## config.mk

```make
export PLATFORM = sky130hd
export DESIGN_NAME = mem_bus_unit
export DESIGN_NICKNAME = d
export VERILOG_FILES = /design/src/rtl/mem_bus_pkg.sv /design/src/rtl/mem_lane_align.sv /design/src/rtl/mem_bus_unit.sv
export SDC_FILE = /design/constraint.sdc
export NUM_CORES = 1
export LEC_CHECK = 0
export ABC_AREA = 0
export CAP_MARGIN = 30
export CORE_UTILIZATION = 48
export CTS_CLUSTER_DIAMETER = 200
export DETAILED_ROUTE_END_ITERATION = 10
export MAX_ROUTING_LAYER = met4
export PLACE_DENSITY = 0.9
export SYNTH_ARGS = -nofsm -noshare
export SYNTH_HDL_FRONTEND = slang
export SYNTH_SLANG_ARGS = --single-unit
```

## constraint.sdc

```tcl
create_clock -name iClk -period 3.42 [get_ports iClk]
set_input_delay 0.342 -clock iClk [delete_from_list [all_inputs] [get_ports iClk]]
set_output_delay 0.342 -clock iClk [all_outputs]
set_load 0.01 [all_outputs]
```

## src/rtl/mem_bus_pkg.sv

```systemverilog
// Shared types and helpers for the memory bus unit: access sizes, FSM states,
// byte-enable mask generation and alignment checking.
package mem_bus_pkg;

  typedef enum logic [1:0] {
    SZ_B = 2'd0,
    SZ_H = 2'd1,
    SZ_W = 2'd2,
    SZ_D = 2'd3
  } size_e;

  typedef enum logic [1:0] {
    IDLE   = 2'd0,
    ACCESS = 2'd1,
    RESP   = 2'd2
  } state_e;

  // Mask is computed for up to 8 lanes; callers keep the low XLEN/8 bits.
  function automatic logic [7:0] be_mask(input size_e size, input logic [2:0] lane);
    logic [7:0] ones;
    case (size)
      SZ_B:    ones = 8'h01;
      SZ_H:    ones = 8'h03;
      SZ_W:    ones = 8'h0F;
      default: ones = 8'hFF;
    endcase
    return ones << lane;
  endfunction

  function automatic logic misaligned(input size_e size, input logic [2:0] lo,
                                      input logic dword_ok);
    logic bad;
    case (size)
      SZ_B:    bad = 1'b0;
      SZ_H:    bad = lo[0];
      SZ_W:    bad = |lo[1:0];
      default: bad = !dword_ok || (|lo);
    endcase
    return bad;
  endfunction

endpackage

```

## src/rtl/mem_lane_align.sv

```systemverilog
// Combinational lane handling: extracts and sign/zero-extends load data from the
// addressed byte lane, and replicates store data across all lanes of its size.
module mem_lane_align
  import mem_bus_pkg::*;
#(
  parameter int unsigned XLEN = 32
) (
  input  logic [XLEN-1:0] rd_data,
  input  logic [2:0]      rd_lane,
  input  logic [1:0]      rd_size,
  input  logic            rd_signed,
  output logic [XLEN-1:0] ld_data,
  output logic [31:0]     instr,
  input  logic [1:0]      st_size,
  input  logic [XLEN-1:0] st_raw,
  output logic [XLEN-1:0] st_data
);

  logic [XLEN-1:0] shifted;

  assign shifted = rd_data >> {rd_lane, 3'b000};
  assign instr   = shifted[31:0];

  // Fill with the extension bit first, then overlay the payload; this avoids
  // zero-width replication when the payload is already XLEN wide.
  always_comb begin
    ld_data = shifted;
    case (size_e'(rd_size))
      SZ_B: begin
        ld_data      = {XLEN{rd_signed & shifted[7]}};
        ld_data[7:0] = shifted[7:0];
      end
      SZ_H: begin
        ld_data       = {XLEN{rd_signed & shifted[15]}};
        ld_data[15:0] = shifted[15:0];
      end
      SZ_W: begin
        ld_data       = {XLEN{rd_signed & shifted[31]}};
        ld_data[31:0] = shifted[31:0];
      end
      default: ld_data = shifted;
    endcase
  end

  always_comb begin
    st_data = st_raw;
    case (size_e'(st_size))
      SZ_B:    st_data = {(XLEN/8){st_raw[7:0]}};
      SZ_H:    st_data = {(XLEN/16){st_raw[15:0]}};
      SZ_W:    st_data = {(XLEN/32){st_raw[31:0]}};
      default: st_data = st_raw;
    endcase
  end

endmodule

```

## src/rtl/mem_bus_unit.sv

```systemverilog
// Memory bus unit: owns MAR/MDR/IR and the single-outstanding memory handshake.
// Optional BUS_TIMEOUT_EN adds a wait-state limit that ends ACCESS with an error.
module mem_bus_unit
  import mem_bus_pkg::*;
#(
  parameter int unsigned XLEN        = 32,
  parameter int unsigned ALEN        = 32,
  parameter int unsigned TIMEOUT_CYC = 15
) (
  input  logic              iClk,
  input  logic              nRst,
  input  logic              iReqValid,
  output logic              oReqReady,
  input  logic              iReqFetch,
  input  logic              iReqWrite,
  input  logic [1:0]        iReqSize,
  input  logic              iReqSigned,
  input  logic [ALEN-1:0]   iReqAddr,
  input  logic [XLEN-1:0]   iReqWData,
  output logic              oRspValid,
  output logic              oRspErr,
  output logic [XLEN-1:0]   oRspData,
  output logic [31:0]       oInstr,
  output logic [ALEN-1:0]   oMemAddr,
  output logic [XLEN-1:0]   oMemData,
  output logic [XLEN/8-1:0] oMemByteEn,
  output logic              oMemRead,
  output logic              oMemWrite,
  input  logic [XLEN-1:0]   iMemData,
  input  logic              iMemReady
);

  localparam int unsigned NB = XLEN / 8;
  localparam int unsigned LB = $clog2(NB);

  state_e state_q, state_d;

  logic [2:0]      req_lane;
  size_e           req_size;
  logic            req_write;
  logic            req_err;
  logic            accept;
  logic [7:0]      req_be;
  logic [ALEN-1:0] req_mar;

  logic [2:0]      lane_q;
  logic [1:0]      size_q;
  logic            signed_q;
  logic            fetch_q;
  logic            write_q;
  logic            err_q;
  logic [ALEN-1:0] mar_q;
  logic [XLEN-1:0] mdr_q;
  logic [31:0]     ir_q;
  logic [XLEN-1:0] mem_data_q;
  logic [NB-1:0]   be_q;

  logic [XLEN-1:0] ld_data;
  logic [31:0]     instr;
  logic [XLEN-1:0] st_data;
  logic            mem_done;
  logic            timeout;

  always_comb begin
    req_lane         = '0;
    req_lane[LB-1:0] = iReqAddr[LB-1:0];
    req_mar          = iReqAddr;
    req_mar[LB-1:0]  = '0;
  end

  assign req_size  = iReqFetch ? SZ_W : size_e'(iReqSize);
  assign req_write = !iReqFetch && iReqWrite;
  assign req_err   = misaligned(req_size, req_lane, XLEN == 64);
  assign req_be    = be_mask(req_size, req_lane);
  assign accept    = iReqValid && (state_q == IDLE);
  assign mem_done  = (state_q == ACCESS) && iMemReady;

  mem_lane_align #(.XLEN(XLEN)) u_align (
    .rd_data   (iMemData),
    .rd_lane   (lane_q),
    .rd_size   (size_q),
    .rd_signed (signed_q),
    .ld_data   (ld_data),
    .instr     (instr),
    .st_size   (req_size),
    .st_raw    (iReqWData),
    .st_data   (st_data)
  );

`ifdef BUS_TIMEOUT_EN
  localparam int unsigned WAIT_W = $clog2(TIMEOUT_CYC + 1);

  logic [WAIT_W-1:0] wait_q;

  assign timeout = (state_q == ACCESS) && !iMemReady
                   && (wait_q == WAIT_W'(TIMEOUT_CYC - 1));

  always_ff @(posedge iClk or negedge nRst) begin
    if (!nRst) begin
      wait_q <= '0;
    end else if (accept) begin
      wait_q <= '0;
    end else if ((state_q == ACCESS) && !iMemReady) begin
      wait_q <= wait_q + 1'b1;
    end
  end
`else
  assign timeout = 1'b0;
`endif

  always_ff @(posedge iClk or negedge nRst) begin
    if (!nRst) state_q <= IDLE;
    else       state_q <= state_d;
  end

  always_comb begin
    state_d = state_q;
    case (state_q)
      IDLE:    if (accept) state_d = req_err ? RESP : ACCESS;
      ACCESS:  if (iMemReady || timeout) state_d = RESP;
      RESP:    state_d = IDLE;
      default: state_d = IDLE;
    endcase
  end

  always_comb begin
    oReqReady = (state_q == IDLE);
    oRspValid = (state_q == RESP);
    oRspErr   = (state_q == RESP) && err_q;
    oMemRead  = (state_q == ACCESS) && !write_q;
    oMemWrite = (state_q == ACCESS) && write_q;
  end

  // Request attributes latched once per accepted request.
  always_ff @(posedge iClk or negedge nRst) begin
    if (!nRst) begin
      lane_q   <= '0;
      size_q   <= '0;
      signed_q <= 1'b0;
      fetch_q  <= 1'b0;
      write_q  <= 1'b0;
      err_q    <= 1'b0;
    end else if (accept) begin
      lane_q   <= req_lane;
      size_q   <= req_size;
      signed_q <= iReqSigned;
      fetch_q  <= iReqFetch;
      write_q  <= req_write;
      err_q    <= req_err;
    end else if (timeout) begin
      err_q    <= 1'b1;
    end
  end

  // MAR, store data and lane enables only change on a request that reaches memory.
  always_ff @(posedge iClk or negedge nRst) begin
    if (!nRst) begin
      mar_q      <= '0;
      mem_data_q <= '0;
      be_q       <= '0;
    end else if (accept && !req_err) begin
      mar_q      <= req_mar;
      mem_data_q <= st_data;
      be_q       <= req_write ? req_be[NB-1:0] : '1;
    end
  end

  always_ff @(posedge iClk or negedge nRst) begin
    if (!nRst) begin
      mdr_q <= '0;
      ir_q  <= '0;
    end else if (mem_done && !write_q) begin
      if (fetch_q) ir_q  <= instr;
      else         mdr_q <= ld_data;
    end
  end

  assign oRspData   = mdr_q;
  assign oInstr     = ir_q;
  assign oMemAddr   = mar_q;
  assign oMemData   = mem_data_q;
  assign oMemByteEn = be_q;

endmodule

```

== After elaboration in Yosys (flattened, before gate mapping) ==
Index checks and enable logic that the tools add are counted.
Cells by class
  eq/ne operators: 7
  shift-type cells: 2
  multiplexer cells: 10
  bitwise logic cells: 3
  reductions and logical operators: 18
Operator list (number)
  $pmux W32 S2: 2
  $shr A32 B5 Y32: 1
  $pmux W8 S3: 1
  $logic_and A1 B1 Y1: 8
  $mux W2: 4
  $shl A8 B2 Y4: 1
  $eq A2 B1 Y1 const B: 3
  $logic_not A2 Y1: 3
  $reduce_and A2 Y1: 3
  $eq A2 B2 Y1 const B: 2
  $mux W4: 1
  $pmux W2 S2: 1
  $logic_not A1 Y1: 3
  $pmux W1 S3: 1
  $and A1 B1 Y1: 2
  $ne A2 B1 Y1 const B: 1
  $ne A2 B2 Y1 const B: 1
  $reduce_or A2 Y1: 1
  $not A1 Y1: 1
Word-level totals
  register bits: 140
  output and inout bits: 137

== Longest topological paths before layout ==
  depth after elaboration: 6
  mapped depth: 7
  depth with buffers taken out: 4

== Modules after synthesis ==
Synthesis repeated with hierarchy kept, for this count alone.
Unflattened totals
  cells, all modules: 528
  area total of the unflattened synthesis: 6926.6 µm²
By module, submodules not included
  mem_bus_unit: instances 1, cells each 329, area each 5574.1 µm²
  mem_lane_align: instances 1, cells each 199, area each 1352.5 µm²

== Worst setup path after synthesis ==
OpenSTA, ideal clock, no wires.
  kind: input to register
  start: input port iReqFetch
  end: register mar_q[10] (netlist: oMemAddr[10])
  arrival: 1.681 ns
  slack: 1.614 ns
  cell stages on the path: 7
  path buffers: 3
  path through: buf_2 -> mux2_4 -> o22ai_2 -> nand3_2 -> buf_6 -> buf_6 -> mux2_4
Between the ends
  longest elaborated chain between the ends: 5
  elaborated cells on any way between the ends: 7
  those cells by class: eq/ne (2); mux (2); reduce/logical (3)
Ends and longest elaborated chain
  start, declared: RTL line mem_bus_unit.sv:14  | input logic iReqFetch,
  $mux W2 *: RTL line mem_bus_unit.sv:71  | assign req_size = iReqFetch ? SZ_W : size_e'(iReqSize);
  $eq A2 B2 Y1, or another cell as far along: RTL line mem_bus_pkg.sv:33  | case (size)
  $pmux W1 S3 *: RTL line mem_bus_pkg.sv:33
  $logic_not A1 Y1 *: RTL line mem_bus_unit.sv:161  | end else if (accept && !req_err) begin
  $logic_and A1 B1 Y1 *: RTL line mem_bus_unit.sv:161
  end signal, assigned: RTL line mem_bus_unit.sv:162  | mar_q <= req_mar;
  end, declared: RTL line mem_bus_unit.sv:52  | logic [ALEN-1:0] mar_q;
Mark *: on every way between the ends. The rest lies on a longest branch, timed or not.
A chain may end at the register's enable or synchronous reset.

== Worst setup path in the final report ==
  start: input port iReqFetch
  end: register mar_q[21] (netlist: oMemAddr[21])
The elaborated chain is that of the path after synthesis.

==> metrics.cfg <==
[clocking]
htreeDepth=4
cts_tree=done
numCtsBuffers=17
cts.sinks=140
cts_buffer_depth=2
post_cts_resized=0
clk_latency_ps=410
path_clk_slew_ps=60
clockRootBuffer=clkbuf_16

[sta]
post-route-min-period_ps=2320
rsz0062_at_grt=no
tightestPinTransition_ps=843.1
max_freq_mhz=431.1
skew_ps=8.892
finalCritPeriodShare_pct=67.83
tns_ps=0
drv_slew=0
setup_slack_ps=1100
hold_viol=0
relSlewSlack_pct=43.74
finalSetupViolCount=0

[power]
ir_drop_uv=533.4
p_per_area_mw_per_mm2=840.5
p_leak_nw=4.134
fin_total_pwr_mw=8.095

[route]
wirelength_mm=18.33
detail-route-antenna-nets=0
wl_per_cell_um=19.22
vias=5194
drt_iter0_markers=371
drt-vias-per-instance=5.444
dr.pass1.iters=5
drcViolationCount=0

[logic_synthesis]
synth_cell_type_count=40
synthArstFlopShare_pct=100.0
syn_area_per_cell_um2=12.13
ys_warn_count=0
synth_cells=535
synth-edff-count=0
ys_ff_latch=140
synth_top_flop_cell=dfrtp_1
yosysSeqAreaShare_pct=53.99
syn_area_mm2=0.006489

[worst_setup_path]
slowest_stage=clkdlybuf4s50_1
end_kind=register
crit_fanout=42
cp_data_arrival_time_ps=2610
slowest_delay_ps=640
worstSetupPathDepth=6
worstSetupPathType=in -> reg
cp_data_required_time_ps=3710
cpMostUsedCell=mux2_4
cp-startpoint=iReqFetch
cp_top_family=buffers and inverters
critPathLaunchType=input pin
r2r_cells=4
worst-path-buf-inv=2
crit_chain=clkdlybuf4s50_1, mux2_4, o22ai_2, nand3_4, buf_12, mux2_4
r2r-start=lane_q[1]$_DFFE_PN0P_

[global_route]
grt_pass1_vias=5498
grt_antenna_before_repair=0
grt_remaining_overflow=0
track_usage_pct=28.02
grt_pass1_wl_mm=29.13
grt_max_degree=68

[layout]
mostFrequentLayoutCell=clkdlybuf4s50_1
n_antenna_cell=0
syn_to_final_growth_pct=48.44
final_layout_size_suffix_gt1_share_pct=21.47
nNetsFinal=871
nFillCells=845
final_cell_mix=clkdlybuf4s50_1, dfrtp_1, mux2_2

[outcome]
status=complete, no violations

[place]
pre_cts_slack_ps=692.7
hpwl_mm=13.39
gp_congestion=0.8716
io_buffer_count=239

[die]
die_h_um=118.3
die_w_um=118.3
io_pins=242
die_area_mm2=0.01399
core_area_mm2=0.01319
num_rows=42
start_util_pct=49.19

[flow_run]
maxCapViolCount=0

[worst_hold_path]
hold_path_class=in -> async

==> repair_timing <==
| action | CTS | global route |
|---|---|---|
| hold endpoints to repair | 53 | 0 |
| hold buffers | 1 | 0 |
| buffers inserted | 0 | 0 |
==> synth_stat cells (all sizes together) (2+ instances only) <==
library cell | instances | area (µm²)
nand2b | 4 | 25.02
nand3 | 3 | 20.02
o31ai | 8 | 60.06
o221a | 7 | 78.83
nand2 | 43 | 161.4
a211oi | 8 | 60.06
a21oi | 40 | 200.2
nor2b | 11 | 68.82
mux2 | 110 | 1351
inv | 2 | 7.510
clkbuf | 15 | 56.30
nor2 | 49 | 186.4
buf | 24 | 143.9
mux2i | 24 | 240.2
o21ai | 28 | 140.1
dfrtp | 140 | 3503
nor3 | 3 | 20.02
and2 | 2 | 12.51
==> cells by family after synthesis <==
group | count (synthesis) | synth area share (%)
flops | 140 | 53.99
mux | 135 | 24.87
simple gates | 121 | 8.446
compound gates | 96 | 9.294
buf+inv | 41 | 3.201
xor+xnor | 1 | 0.1350
other cells | 1 | 0.05779
==> layout make-up <==
cell class              count  area, µm²  area share, %
clock inverters             6      82.58         0.8574
clock buffers              25      515.5          5.352
multi-input cells         355       2791          28.98
well taps                 176      220.2          2.286
flip-flops and latches    140       3503          36.37
inverters                   2      7.507        0.07794
repair buffers            250       2511          26.07
==> worst register-to-register path: stages, from the launching register on <==
cell      delay (ps)
dfrtp_1          710
nor2b_1          330
a31o_2           340
o311ai_4         590
a21oi_1          180
==> final timing paths <==
| path | end | slack, ps |
|---|---|---|
| max | oMemAddr[21]$_DFFE_PN0P_ | 1100 |
| min in group iClk | oInstr[20]$_DFFE_PN0P_ | 480 |
| min reg2reg | oInstr[20]$_DFFE_PN0P_ | 480 |
| max in group asynchronous | oMemAddr[3]$_DFFE_PN0P_ | 1900 |
| max reg2reg | oRspData[29]$_DFFE_PN0P_ | 1110 |
| min | oMemData[30]$_DFFE_PN0P_ | 460 |
==> per-stage QoR <==
stage,instance area [µm²],utilization (%),std cells,hold slack (ps)
after floorplan,6492,-,536,46.41
after CTS,9632,73.02,954,449.1
after global routing,9632,73.02,954,493.7
after global placement,8996,68.20,921,463.1
final,9632,73.02,954,461.4
after detailed placement,9024,68.41,922,329.9
==> flip-flops by register name (all words and copies together) (netlist names), 2 cells and up <==
signal,cells
size_q,2
oMemData,32
oMemByteEn,4
oRspData,32
oMemAddr,30
oInstr,32
lane_q,2
state_q,2
==> power breakdown <==
group          internal (mW)  switching, mW
Combinational           2.02           1.36
Sequential              2.38          0.496
Clock                   1.18          0.662
==> metal layers <==
metal | vias to the layer above | track usage, % | share of wire, %
met3 | 29 | 7.963 | 8.1
met5 | - | - | 0
met1 | 2550 | 33.06 | 40
li1 | 2347 | - | -
met2 | 268 | 45.77 | 50
met4 | 0 | 10.10 | 2.0
No activity file was read; power rests on OpenSTA's default activity.
